`src/rtl/bin2bcd_seq.sv`:
```
`default_nettype none
// ============================================================================
//  Module   : bin2bcd_seq
//  Purpose  : Sequential binary-to-BCD converter (shift-add-3 / double
//             dabble), one input bit per cycle. Feeds the per-digit
//             seven-segment decoders: digits[4i+3:4i] -> decoder i 'b',
//             digit_en[i] -> decoder i 'en'.
//  Ports    : clk        - system clock, rising edge
//             rst_n      - synchronous active-low reset
//             in_valid   - in_bin valid
//             in_ready   - converter idle, can accept
//             in_bin     - unsigned binary value (W bits)
//             out_valid  - one-cycle pulse, new digits/digit_en
//             digits     - N BCD nibbles, [3:0] = units
//             digit_en   - per-digit display enable
//  Macro    : BCD_BLANK_EN - leading-zero blanking on digit_en; when not
//             defined digit_en is all ones.
//  Revision : 1.0 - initial release
// ============================================================================
module bin2bcd_seq #(
   parameter int W = 16,
   parameter int N = 5
) (
   input  logic           clk,
   input  logic           rst_n,
   input  logic           in_valid,
   output logic           in_ready,
   input  logic [W-1:0]   in_bin,
   output logic           out_valid,
   output logic [4*N-1:0] digits,
   output logic [N-1:0]   digit_en
);

   localparam int CW = $clog2(W + 1);
   localparam logic [CW-1:0] C_LAST = CW'(W - 1);

   localparam logic [1:0] S_IDLE  = 2'd0;
   localparam logic [1:0] S_SHIFT = 2'd1;
   localparam logic [1:0] S_DONE  = 2'd2;

`ifdef BCD_BLANK_EN
   localparam logic [N-1:0] C_EN_RST = N'(1);
`else
   localparam logic [N-1:0] C_EN_RST = '1;
`endif

   logic [1:0]     state_q, state_d;
   logic [W-1:0]   bin_q, bin_d;
   logic [4*N-1:0] bcd_q, bcd_d;
   logic [CW-1:0]  cnt_q, cnt_d;
   logic           out_valid_q, out_valid_d;
   logic [4*N-1:0] digits_q, digits_d;
   logic [N-1:0]   en_q, en_d;

   logic [4*N-1:0] w_adj;
   logic [N-1:0]   w_en;

   // Per-nibble add-3 correction; each nibble is independent (no carries).
   always_comb begin
      logic [3:0] nib;
      w_adj = '0;
      for (int i = 0; i < N; i++) begin
         nib = bcd_q[4*i +: 4];
         w_adj[4*i +: 4] = (nib >= 4'd5) ? nib + 4'd3 : nib;
      end
   end

`ifdef BCD_BLANK_EN
   // Walk from the most significant digit down; a digit is lit once any
   // digit at or above it is nonzero. Units always lit.
   always_comb begin
      logic any_nz;
      any_nz = 1'b0;
      w_en   = '0;
      for (int i = N - 1; i >= 0; i--) begin
         any_nz  = any_nz | (|bcd_q[4*i +: 4]);
         w_en[i] = any_nz;
      end
      w_en[0] = 1'b1;
   end
`else
   assign w_en = '1;
`endif

   always_comb begin
      state_d     = state_q;
      bin_d       = bin_q;
      bcd_d       = bcd_q;
      cnt_d       = cnt_q;
      out_valid_d = 1'b0;
      digits_d    = digits_q;
      en_d        = en_q;
      case (state_q)
         S_IDLE: begin
            if (in_valid) begin
               bin_d   = in_bin;
               bcd_d   = '0;
               cnt_d   = '0;
               state_d = S_SHIFT;
            end
         end
         S_SHIFT: begin
            // Scratch MSB falls off the top; N is sized so it is always 0.
            {bcd_d, bin_d} = {w_adj, bin_q} << 1;
            cnt_d = cnt_q + 1'b1;
            if (cnt_q == C_LAST) begin
               state_d = S_DONE;
            end
         end
         S_DONE: begin
            digits_d    = bcd_q;
            en_d        = w_en;
            out_valid_d = 1'b1;
            state_d     = S_IDLE;
         end
         default: begin
            state_d = S_IDLE;
         end
      endcase
   end

   always_ff @(posedge clk) begin
      if (!rst_n) begin
         state_q     <= S_IDLE;
         bin_q       <= '0;
         bcd_q       <= '0;
         cnt_q       <= '0;
         out_valid_q <= 1'b0;
         digits_q    <= '0;
         en_q        <= C_EN_RST;
      end else begin
         state_q     <= state_d;
         bin_q       <= bin_d;
         bcd_q       <= bcd_d;
         cnt_q       <= cnt_d;
         out_valid_q <= out_valid_d;
         digits_q    <= digits_d;
         en_q        <= en_d;
      end
   end

   assign in_ready  = (state_q == S_IDLE);
   assign out_valid = out_valid_q;
   assign digits    = digits_q;
   assign digit_en  = en_q;

endmodule
`default_nettype wire

```
`config.mk`:
```
export PLATFORM = sky130hd
export DESIGN_NAME = bin2bcd_seq
export DESIGN_NICKNAME = d
export VERILOG_FILES = /design/src/rtl/bin2bcd_seq.sv
export SDC_FILE = /design/constraint.sdc
export NUM_CORES = 1
export LEC_CHECK = 0
export BUFFER_PORTS_ARGS = -buffer_cell sky130_fd_sc_hd__buf_4
export CAP_MARGIN = 20
export CORE_MARGIN = 5
export CORE_UTILIZATION = 45
export CTS_CLUSTER_DIAMETER = 40
export DETAILED_ROUTE_END_ITERATION = 7
export PLACE_DENSITY = 0.78
export SKIP_LAST_GASP = 1
export SYNTH_ARGS = -nofsm -noshare
export SYNTH_HDL_FRONTEND = slang
export SYNTH_SLANG_ARGS = --single-unit
```
`constraint.sdc`:
```
create_clock -name clk -period 1.4 [get_ports clk]
set_input_delay 0.14 -clock clk [delete_from_list [all_inputs] [get_ports clk]]
set_output_delay 0.14 -clock clk [all_outputs]
set_load 0.005 [all_outputs]
```
# Word level (Yosys, flattened, before mapping)
# Cells that the tools add are included.
totals:
  n_memories: 0
  mem_bits_ro: 0
  regBits: 64
  out_inout_bits: 27
  latch_bits: 0
  word_cells: 41
  mem_bits_rw: 0
  inputBits: 19
classes:
  n_div: 0
  n_shift: 0
  n_reduce_logical: 4
  multipliers: 0
  add_sub_neg: 6
  n_mux: 15
  n_eq_ne: 5
  bitwise_logic: 0
  n_lt_le_gt_ge: 5
op_table:
  columns: ["cell", "count"]
  rows:
  - ["$pmux W20 S2", 1]
  - ["$pmux W16 S2", 1]
  - ["$ge A4 B3 Y1 const B", 5]
  - ["$mux W20", 1]
  - ["$add A4 B2 Y4 const B", 4]
  - ["$mux W16", 1]
  - ["$mux W4", 4]
  - ["$pmux W5 S2", 1]
  - ["$add A5 B1 Y5 const B", 1]
  - ["$eq A5 B4 Y1 const B", 1]
  - ["$mux W5", 1]
  - ["$mux W2", 2]
  - ["$ne A2 B2 Y1 const B", 2]
  - ["$pmux W2 S2", 1]
  - ["$reduce_and A2 Y1", 2]
  - ["$add A3 B2 Y3 const B", 1]
  - ["$mux W3", 1]
  - ["$eq A2 B1 Y1 const B", 1]
  - ["$eq A2 B2 Y1 const B", 1]
  - ["$logic_not A2 Y1", 1]
  - ["$reduce_bool A2 Y1", 1]
  - ["$mux W1", 1]

# Depth between registers and ports, before layout
# Gate-level depths: netlist of run 1.
depth:
  word_depth: 3
  depth_mapped: 6
  mapped_depth_nobuf: 6

# Least setup slack after synthesis of run 1
# Ideal clock, no wire load.
synth_timing:
  kind: "register to register"
  from: "register bcd_q[9]"
  to: "register bcd_q[10]"
  stages_incl_launch_ff: 7
  setup_slack_ps: -53
  t_required_ps: 1331
  t_arrival_ps: 1384
  cell_sequence: "dfxtp_1 > inv_1 > ha_1 > nand2b_1 > a21oi_1 > mux2_2 > o21ai_1"
synth_between:
  elab_chain_len: 3
synth_rtl:
  columns: ["element", "line", "source"]
  rows:
  - ["from (decl)", "49", "logic [4*N-1:0] bcd_q, bcd_d;"]
  - ["from (signal assigned)", "126", "bcd_q <= '0;"]
  - ["from (signal assigned)", "134", "bcd_q <= bcd_d;"]
  - ["$add A4 B2 Y4 / $ge A4 B3 Y1 (equally long branches)", "64", "w_adj[4*i +: 4] = (nib >= 4'd5) ? nib + 4'd3 : nib;"]
  - ["$mux W4 (*)", "64", null]
  - ["$pmux W20 S2 (*)", "93", "case (state_q)"]
# Mark *: on every way between the ends. The rest lies on a longest branch, timed or not.
# A chain may end at the register's enable or synchronous reset.

# Final worst setup path of run 1
layout_timing:
  from: "register bcd_q[1]"
  to: "register bcd_q[2]"
# The elaborated chain is that of the path after synthesis.

==> results of run 1 <==
area by class of cell:
class,count,area share
Inverter,15,0.0190
Clock buffer,11,0.0390
Clock inverter,1,0.00774
Tap cell,77,0.0248
Timing Repair Buffer,69,0.141
Sequential cell,64,0.334
Multi-Input combinational cell,259,0.434
cells in the mapped netlist, drive strengths merged (2+ instances only):
library cell	instances	area share
dfxtp	64	0.43
a22oi	3	0.0075
clkbuf	7	0.0087
nand2b	6	0.012
inv	15	0.022
xnor2	5	0.015
mux2	5	0.019
nor3	6	0.010
a21oi	19	0.032
o221ai	2	0.0058
o31ai	4	0.010
buf	20	0.049
nand2	72	0.091
and3	3	0.0062
nor2	19	0.030
o21ai	44	0.073
xor2	4	0.012
o22ai	3	0.0062
ha	12	0.050
and2	2	0.0050
nor2b	3	0.0062
a22o	4	0.012
nand3	7	0.012
a21boi	26	0.065
final timing paths:
path                            slack (ps)         to      start
worst min-delay path                    30   bin_q[9]  in_bin[9]
worst min register to register         450  digits[7]  digits[7]
worst max register to register          10   bcd_q[2]   bcd_q[1]
worst max-delay path                    10   bcd_q[2]   bcd_q[1]
routing by layer:
layer	part of all wire	GRT usage	vias up
li1	-	-	1316
met1	0.43	0.181	1205
met2	0.50	0.282	64
met3	0.053	0.0499	15
met4	0.019	0.0668	0
met5	0	0	-
per-stage QoR:
stage / hold WS (ps) / TNS, ps / area (sq um) / power (mW) / instances
2_1_floorplan: 265 / 0 / 3040 / 2.13 / 365
3_3_place_gp: 353 / 0 / 3500 / 2.23 / 483
3_5_place_dp: 364 / -314 / 3500 / 2.24 / 483
4_1_cts: 14.7 / -82.9 / 3690 / 3.75 / 495
5_1_grt: 14.9 / -133 / 3880 / 3.88 / 496
6_report: 25.1 / 0 / 3880 / 3.74 / 496
kinds of logic (layout without fill, tap and decap cells):
family,Yosys count,after routing,share of synthesized area
AOI/OAI and AO/OA,107,107,0.218
adders and majority gates,12,12,0.0499
other,1,5,0.00125
muxes,6,6,0.0220
and+or+nand+nor,120,120,0.177
buffers and inverters,42,96,0.0799
xor gates and xnor gates,9,9,0.0262
DFF,64,64,0.426
report_power, final:
| group | switching [mW] | internal, mW | leakage, nW |
|---|---|---|---|
| Combinational | 0.167 | 0.146 | 0.922 |
| Clock | 0.646 | 0.880 | 0.0932 |
| Sequential | 0.0304 | 1.87 | 0.525 |
| Total | 0.843 | 2.89 | 1.54 |
worst reg2reg max path: stages, from the launching register on:
cell and delay [ps]:
dfxtp_2 360, inv_4 60, ha_4 140, nand2b_4 140, a21oi_4 170, mux2_4 320, o21ai_2 130
what timing repair did:
item,CTS,global route
setup buffers,0,1
pin swaps,3,8
setup endpoints to repair,18,20
gates resized for setup,8,46
sequential cells by signal (all words and copies together) (netlist names):
signal	flops
state_q	2
cnt_q	5
out_valid	1
bin_q	16
bcd_q	20
digits	20
==> key figures, run 1 <==
Worst hold path
  – Hold path depth: 2
  – Worst hold path class: primary input to register

Routing
  – Drt first-iter violations: 145
  – DR WL/cell: 13.8 um
  – Drt pass-1 iters: 4
  – # DRC: 0
  – Via Count: 2600
  – Detail Route Antenna Nets: 0
  – WL final: 6860 um
  – Via-per-instance ratio: 5.24

Synth
  – Sequential element share of the synthesized area: 0.426
  – Mapped Area: 3010 sq um
  – Synthesized instance count: 361
  – Ys flop type: dfxtp_1
  – EDFF count, synth: 0
  – Distinct cells, synth: 39
  – Yosys reg bits: 64
  – Post-synth ARST share: 0
  – Synth warn: 0
  – Post-Syn Area per Cell: 8.33 sq um

Power
  – VDD IR-drop max: 0.982 mV
  – Lkg Pwr: 1.54 nW
  – PD cells: 964 nW/um^2

Clock network
  – Root Buffer: clkbuf_8
  – Cts bufs inserted: 9
  – Worst-Skew Late Latency: 340 ps
  – Clock transition at the registers of the reported paths: 60 ps
  – Htree depth: 3
  – CTS Hold Bufs: 0
  – Clk sinks: 64
  – CTS Buffer Depth: 2
  – TritonCTS clock tree: yes

Cells and area
  – Most frequent cells in the layout: nand2_1, buf_4, dfxtp_1
  – Multi-input gate area: 1680 sq um
  – Fill count: 558
  – Final nets: 449
  – End-of-flow core utilization: 0.604
  – Leading cell type in the layout, fill and taps excluded: nand2_1
  – N_diodes: 0
  – Layout cell share with drive strength beyond 1: 0.320
  – Area Growth Syn to Fin: 28.9%
  – FF/Latch Area: 1300 sq um

Global route
  – GR Overflow Total: 0
  – First-pass GRT wire length: 11000 um
  – Largest net degree at the start of global routing: 29
  – Vias in the first global route: 2495
  – Antenna violations before repair: 0
  – Tot GR Track Use: 0.161

Timing
  – Clock skew: 6.77 ps
  – Final worst slack: 12.4 ps
  – Final setup fails: 0
  – Final min period: 1390 ps
  – Fmax achieved: 721 MHz
  – Unrepaired setup endpoints after global routing: true
  – Slew Limit Fails: 0
  – Hold Vio Cnt, Final: 0
  – Final Cycle Share: 0.991

Setup path
  – Slowest cell on the critical path: dfxtp_2
  – CP max stage delay: 360 ps
  – Worst setup EP type: register
  – Top delay family on crit path: flip-flops
  – CP Data Required Time: 1670 ps
  – Critical Path Fanout Max: 3
  – CP startpoint kind: register
  – Critical path cell sequence: inv_4, ha_4, nand2b_4, a21oi_4, mux2_4, o21ai_2
  – Worst-case reg-to-reg path depth: 6
  – Arr. time, crit path: 1660 ps
  – Bufs and invs on worst path: 1
  – Critical path depth in cells: 6
  – CP Class: register to register

Placement
  – Setup WS pre-CTS: -82.9 ps
  – RD Place Congestion: 0.779
  – Number of port buffers: 40
  – HPWL after DPL: 4550 um

Floorplan
  – Row cnt: 29
  – Die ar.: 8420 sq um
  – DIE WIDTH: 91.8 um
  – Die Span Y: 91.8 um
  – # IOs: 46
  – Area of the core: 6420 sq um
  – Initial Util: 0.468

Flow run
  – Max-cap viol count: 0

Run status
  – Status: complete, no violations
Power figures use the tool's default switching activity.
==> inputs of run 2 (changes only) <==
CELL_PAD_IN_SITES_DETAIL_PLACEMENT = 1   (was unset)
CELL_PAD_IN_SITES_GLOBAL_PLACEMENT = 2   (was unset)
CORE_UTILIZATION = 33   (was 45)
PLACE_DENSITY = 0.88   (was 0.78)
clock period = 1.5 ns   (was 1.4 ns; I/O delays follow)
==> key figures, run 2 (synthesis results as in run 1) <==
Clock network
  – Clock transition at the registers of the reported paths: 70 ps (was 60 ps)
  – Clk sinks: 64 (unchanged)
  – Worst-Skew Late Latency: 340 ps (about the same)
  – Root Buffer: clkbuf_8 (unchanged)
  – Htree depth: 3 (unchanged)
  – CTS Hold Bufs: 0 (unchanged)
  – Cts bufs inserted: 9 (unchanged)
  – CTS Buffer Depth: 2 (unchanged)
  – TritonCTS clock tree: yes (unchanged)

Placement
  – RD Place Congestion: 0.756 (was 0.779)
  – Setup WS pre-CTS: -37.5 ps (was -82.9 ps)
  – Number of port buffers: 40 (unchanged)
  – HPWL after DPL: 5320 um (was 4550 um)
  – Placed Cells: 507 (was 483)

Global route
  – GR Overflow Total: 0 (unchanged)
  – Vias in the first global route: 2879 (was 2495)
  – Largest net degree at the start of global routing: 22 (was 29)
  – Tot GR Track Use: 0.146 (was 0.161)
  – Antenna violations before repair: 0 (unchanged)
  – First-pass GRT wire length: 13400 um (was 11000 um)

Setup path
  – CP Class: register to register (unchanged)
  – Top delay family on crit path: multiplexers (was flip-flops)
  – Worst setup EP type: register (unchanged)
  – R2r setup slk: 20 ps (was 10 ps)
  – CP max stage delay: 360 ps (about the same)
  – Worst-case reg-to-reg path depth: 6 (unchanged)
  – CP startpoint kind: register (unchanged)
  – CP Data Required Time: 1760 ps (was 1670 ps)
  – Critical path cell sequence: inv_1, ha_1, nand2b_1, a21oi_2, mux2_2, o21ai_1 (was inv_4, ha_4, nand2b_4, a21oi_4, mux2_4, o21ai_2)
  – Critical Path Fanout Max: 3 (unchanged)
  – Slowest cell on the critical path: mux2_2 (was dfxtp_2)
  – Bufs and invs on worst path: 1 (unchanged)
  – Endpoint of the lowest-slack register-to-register path: bcd_q[18] (was bcd_q[2])
  – RR Startpoint: bcd_q[17] (was bcd_q[1])
  – Arr. time, crit path: 1740 ps (was 1660 ps)

Routing
  – WL final: 7420 um (was 6860 um)
  – Via-per-instance ratio: 4.97 (was 5.24)
  – Drt first-iter violations: 74 (was 145)
  – # DRC: 0 (unchanged)
  – Via Count: 2605 (was 2600)
  – Detail Route Antenna Nets: 0 (unchanged)
  – DR WL/cell: 14.2 um (was 13.8 um)
  – Drt pass-1 iters: 4 (unchanged)

Cells and area
  – Final std cells w/o fill: 524 (was 496)
  – Area Growth Syn to Fin: 24.0% (was 28.9%)
  – Most frequent cells in the layout: nand2_1, buf_4, dfxtp_1 (unchanged)
  – Layout cell share with drive strength beyond 1: 0.255 (was 0.320)
  – Fill count: 1063 (was 558)
  – Final nets: 442 (was 449)
  – Leading cell type in the layout, fill and taps excluded: nand2_1 (unchanged)
  – N_diodes: 0 (unchanged)

Power
  – Flop pwr share: 0.481 (was 0.508)
  – Internal Power: 2.84 mW (was 2.89 mW)
  – Logic pwr share: 0.074 (was 0.084)
  – Sw power: 0.849 mW (was 0.843 mW)
  – Clock network fraction of total power: 0.445 (was 0.408)
  – Power Total: 3.69 mW (was 3.74 mW)
  – VDD IR-drop max: 0.451 mV (was 0.982 mV)
  – Switching Share: 0.230 (was 0.226)
  – PD cells: 989 nW/um^2 (was 964 nW/um^2)
  – Lkg Pwr: 1.47 nW (was 1.54 nW)

Timing
  – Hold Vio Cnt, Final: 0 (unchanged)
  – Final setup fails: 0 (unchanged)
  – Clock skew: 6.26 ps (was 6.77 ps)
  – Setup TNS: 0 ps (unchanged)
  – Unrepaired setup endpoints after global routing: true (unchanged)
  – Final worst slack: 24.5 ps (was 12.4 ps)
  – Final Cycle Share: 0.984 (was 0.991)
  – Slew Limit Fails: 0 (unchanged)
  – Final min period: 1480 ps (was 1390 ps)
  – Fmax achieved: 678 MHz (was 721 MHz)

Floorplan
  – Area of the core: 8810 sq um (was 6420 sq um)
  – Initial Util: 0.342 (was 0.468)
  – Row cnt: 34 (was 29)
  – Die Span Y: 105 um (was 91.8 um)
  – # IOs: 46 (unchanged)
  – DIE WIDTH: 105 um (was 91.8 um)
  – Die ar.: 11100 sq um (was 8420 sq um)

Flow run
  – Max-cap viol count: 0 (unchanged)

Worst hold path
  – Hold path start: in_bin[9] (unchanged)
  – Hold path depth: 2 (unchanged)
  – Worst hold path class: primary input to register (unchanged)
  – Worst Hold Endpoint: bin_q[9] (unchanged)

Run status
  – Status: complete, no violations (unchanged)
-- run 2: changes by cell type in the layout (fill, tap and decap cells not counted), sizes merged --
cell,delta
buf,-7
clkinv,+3
clkbuf,-1
clkinvlp,+1
bufinv,+1
-- run 2: per-stage QoR --
| step | util | hold slack [ps] | area, sq um |
|---|---|---|---|
| 6_report | 0.423 | 23.0 | 3730 |
| 3_3_place_gp | 0.394 | 371 | 3470 |
| 5_1_grt | 0.423 | 6.76 | 3730 |
| 2_1_floorplan | - | 275 | 3020 |
| 4_1_cts | 0.421 | 12.6 | 3710 |
| 3_5_place_dp | 0.394 | 374 | 3470 |
-- run 2: power by group through the flow --
stage | sequential (mW) | combinational [mW] | clock (mW)
6_report | 1.77 | 0.274 | 1.64
5_1_grt | 1.78 | 0.311 | 1.78
4_1_cts | 1.77 | 0.278 | 1.69
3_5_place_dp | 1.81 | 0.277 | 0
3_3_place_gp | 1.81 | 0.272 | 0
2_1_floorplan | 1.80 | 0.194 | 0
-- run 2: final cells by class --
cell class                 instances  area, sq um  share of cell area
clock buffer                      10          138              0.0369
clock inverter                     6         82.6              0.0221
inverter                          15         66.3              0.0178
multi-input combinational        259         1530               0.409
sequential                        64         1290               0.346
tap                              108          135              0.0362
timing repair buffer              62          490               0.132
-- run 2: per-layer routing --
metal | wire (um) | share of wire | track usage | up-vias
li1 | - | - | - | 1306
met1 | 3300 | 0.45 | 0.166 | 1243
met2 | 3690 | 0.50 | 0.260 | 42
met3 | 287 | 0.039 | 0.0355 | 14
met4 | 137 | 0.018 | 0.0600 | 0
met5 | 0 | 0 | 0 | -
-- run 2: how the worst max path moves through the flow --
stage                 to  startpoint  cells after the start  slack, ps
6_report       bcd_q[18]   bcd_q[17]                      6         20
4_1_cts         bcd_q[7]  state_q[0]                      6          8
3_5_place_dp    bcd_q[2]    bcd_q[1]                      6        -40
5_1_grt        bcd_q[10]    bcd_q[9]                      6        -80
2_1_floorplan  bcd_q[10]    bcd_q[9]                      6         50
3_3_place_gp    bcd_q[6]    bcd_q[5]                      6         90
-- run 2: repair_timing --
item	in CTS	in global routing
setup buffers	0	1
setup endpoints to repair	5	19
pin swaps	0	4
gates resized for setup	9	7
endpoints found under the hold margin	0	0
==> inputs of run 3 (changes only) <==
CORE_MARGIN = 2   (was 5)
clock period = 1.65 ns   (was 1.5 ns; I/O delays follow)
==> key figures, run 3 (synthesis results as in run 1) <==
Setup path
  – CP max stage delay: 390 ps (was 360 ps)
  – Endpoint of the lowest-slack register-to-register path: bcd_q[14] (was bcd_q[18])
  – Bufs and invs on worst path: 1 (unchanged)
  – Slowest cell on the critical path: dfxtp_1 (was mux2_2)
  – CP Class: register to register (unchanged)
  – R2r setup slk: 80 ps (was 20 ps)
  – Top delay family on crit path: flip-flops (was multiplexers)
  – Arr. time, crit path: 1840 ps (was 1740 ps)
  – Worst setup EP type: register (unchanged)
  – CP Data Required Time: 1920 ps (was 1760 ps)
  – Critical path cell sequence: inv_1, ha_1, nand2b_1, a21oi_1, mux2_2, o21ai_1 (was inv_1, ha_1, nand2b_1, a21oi_2, mux2_2, o21ai_1)
  – RR Startpoint: bcd_q[13] (was bcd_q[17])
  – Critical Path Fanout Max: 4 (was 3)
  – Worst-case reg-to-reg path depth: 6 (unchanged)
  – CP startpoint kind: register (unchanged)

Global route
  – Met3 Usage GRT: 0.0394 (was 0.0355)
  – Vias in the first global route: 2571 (was 2879)
  – First-pass GRT wire length: 12500 um (was 13400 um)
  – Largest net degree at the start of global routing: 23 (was 22)
  – GR Overflow Total: 0 (unchanged)
  – Tot GR Track Use: 0.158 (was 0.146)
  – GRT Max-Usage Layer: met2 (unchanged)
  – Antenna violations before repair: 0 (unchanged)
  – Met1 Use GR: 0.190 (was 0.166)
  – Met2 Track Usage GR: 0.273 (was 0.260)

Clock network
  – CTS Buffer Depth: 2 (unchanged)
  – Setup repair bufs after CTS: 0 (unchanged)
  – Root Buffer: clkbuf_8 (unchanged)
  – Htree depth: 3 (unchanged)
  – Clock transition at the registers of the reported paths: 70 ps (about the same)
  – Post-CTS resize count: 0 (was 9)
  – Worst-Skew Late Latency: 350 ps (was 340 ps)
  – CTS Hold Bufs: 0 (unchanged)
  – Clk sinks: 64 (unchanged)
  – Cts bufs inserted: 9 (unchanged)
  – TritonCTS clock tree: yes (unchanged)

Cells and area
  – End-of-flow core utilization: 0.412 (was 0.423)
  – Final std cells w/o fill: 517 (was 524)
  – Layout cell share with drive strength beyond 1: 0.210 (was 0.255)
  – Final nets: 436 (was 442)
  – N_diodes: 0 (unchanged)
  – Most frequent cells in the layout: nand2_1, dfxtp_1, buf_4 (was nand2_1, buf_4, dfxtp_1)
  – Area Growth Syn to Fin: 20.1% (was 24.0%)
  – Leading cell type in the layout, fill and taps excluded: nand2_1 (unchanged)

Routing
  – DR WL/cell: 14.0 um (was 14.2 um)
  – Detail Route Antenna Nets: 0 (unchanged)
  – Via Count: 2564 (was 2605)
  – # DRC: 0 (unchanged)
  – Drt first-iter violations: 90 (was 74)
  – WL final: 7230 um (was 7420 um)
  – Drt pass-1 iters: 4 (unchanged)
  – Via-per-instance ratio: 4.96 (was 4.97)

Power
  – Lkg Pwr: 1.40 nW (was 1.47 nW)
  – Clock network fraction of total power: 0.414 (was 0.445)
  – Internal Power: 2.39 mW (was 2.84 mW)
  – PD cells: 875 nW/um^2 (was 989 nW/um^2)
  – Flop pwr share: 0.511 (was 0.481)
  – VDD IR-drop max: 0.416 mV (was 0.451 mV)
  – Logic pwr share: 0.075 (was 0.074)
  – Switching Share: 0.243 (was 0.230)
  – Sw power: 0.769 mW (was 0.849 mW)

Timing
  – Final setup fails: 0 (unchanged)
  – Final Cycle Share: 0.952 (was 0.984)
  – Fmax achieved: 636 MHz (was 678 MHz)
  – Slew Limit Fails: 0 (unchanged)
  – Unrepaired setup endpoints after global routing: false (was true)
  – Clock skew: 8.64 ps (was 6.26 ps)
  – Final min period: 1570 ps (was 1480 ps)
  – WHS: 42.5 ps (was 23.0 ps)
  – Setup TNS: 0 ps (unchanged)
  – Hold Vio Cnt, Final: 0 (unchanged)

Worst hold path
  – Hold path start: in_bin[9] (unchanged)
  – Worst Hold Endpoint: bin_q[9] (unchanged)
  – Hold path depth: 2 (unchanged)
  – Worst hold path class: primary input to register (unchanged)

Placement
  – Placed Cells: 502 (was 507)
  – Number of port buffers: 40 (unchanged)
  – HPWL after DPL: 5040 um (was 5320 um)
  – RD Place Congestion: 0.814 (was 0.756)

Floorplan
  – Initial Util: 0.343 (was 0.342)
  – DIE WIDTH: 99.5 um (was 105 um)
  – Die Span Y: 99.5 um (was 105 um)
  – # IOs: 46 (unchanged)
  – Die ar.: 9890 sq um (was 11100 sq um)
  – Area of the core: 8760 sq um (was 8810 sq um)
  – Row cnt: 34 (unchanged)

Flow run
  – Max-cap viol count: 0 (unchanged)

Run status
  – Status: complete, no violations (unchanged)
## run 3: cell count changes in the layout (fill, tap and decap cells not counted), moves of 2 or more
cell,previous run,this run
bufinv_16,2,0
inv_2,2,0
clkbuf_8,10,13
a21oi_2,5,1
dfxtp_2,7,1
a21oi_1,14,18
dfxtp_1,57,63
inv_1,11,13
clkinv_2,3,1
buf_4,60,55
## run 3: layer usage
metal  share of wire  routed length (um)
met1            0.46                3300
met2            0.49                3550
met3           0.037                 269
met4           0.016                 114
met5               0                   0
## run 3: power by group through the flow
stage / Combinational (mW) / Sequential [mW] / Clock [mW]
after floorplan: 0.177 / 1.63 / 0
after global placement: 0.237 / 1.65 / 0
after CTS: 0.244 / 1.61 / 1.34
final: 0.238 / 1.62 / 1.31
after detailed placement: 0.243 / 1.65 / 0
after global routing: 0.273 / 1.62 / 1.42
## run 3: metrics by stage
stage	setup slack, ps	power (mW)	instance area, sq um
after floorplan	197	1.81	3020
after global placement	183	1.88	3420
after detailed placement	98.8	1.89	3420
after CTS	76.1	3.20	3610
after global routing	1.28	3.31	3610
final	78.5	3.16	3610
## run 3: how the worst max path moves through the flow
stage / end / cells past startpoint / startpoint / slack (ps)
floorplan: bcd_q[10] / 6 / bcd_q[9] / 200
global placement: bcd_q[2] / 6 / bcd_q[1] / 180
detailed placement: bcd_q[14] / 6 / bcd_q[13] / 100
CTS: bcd_q[14] / 6 / bcd_q[13] / 80
global route: bcd_q[10] / 6 / bcd_q[9] / 1
finish: bcd_q[14] / 6 / bcd_q[13] / 80
## run 3: cell type report
| cell class | count | area, sq um |
|---|---|---|
| inverter | 15 | 66.3 |
| multi-input combinational | 259 | 1510 |
| tap | 108 | 135 |
| clock inverter | 2 | 12.5 |
| sequential | 64 | 1280 |
| fill | 1057 | 5150 |
| clock buffer | 13 | 179 |
| timing repair buffer | 56 | 433 |
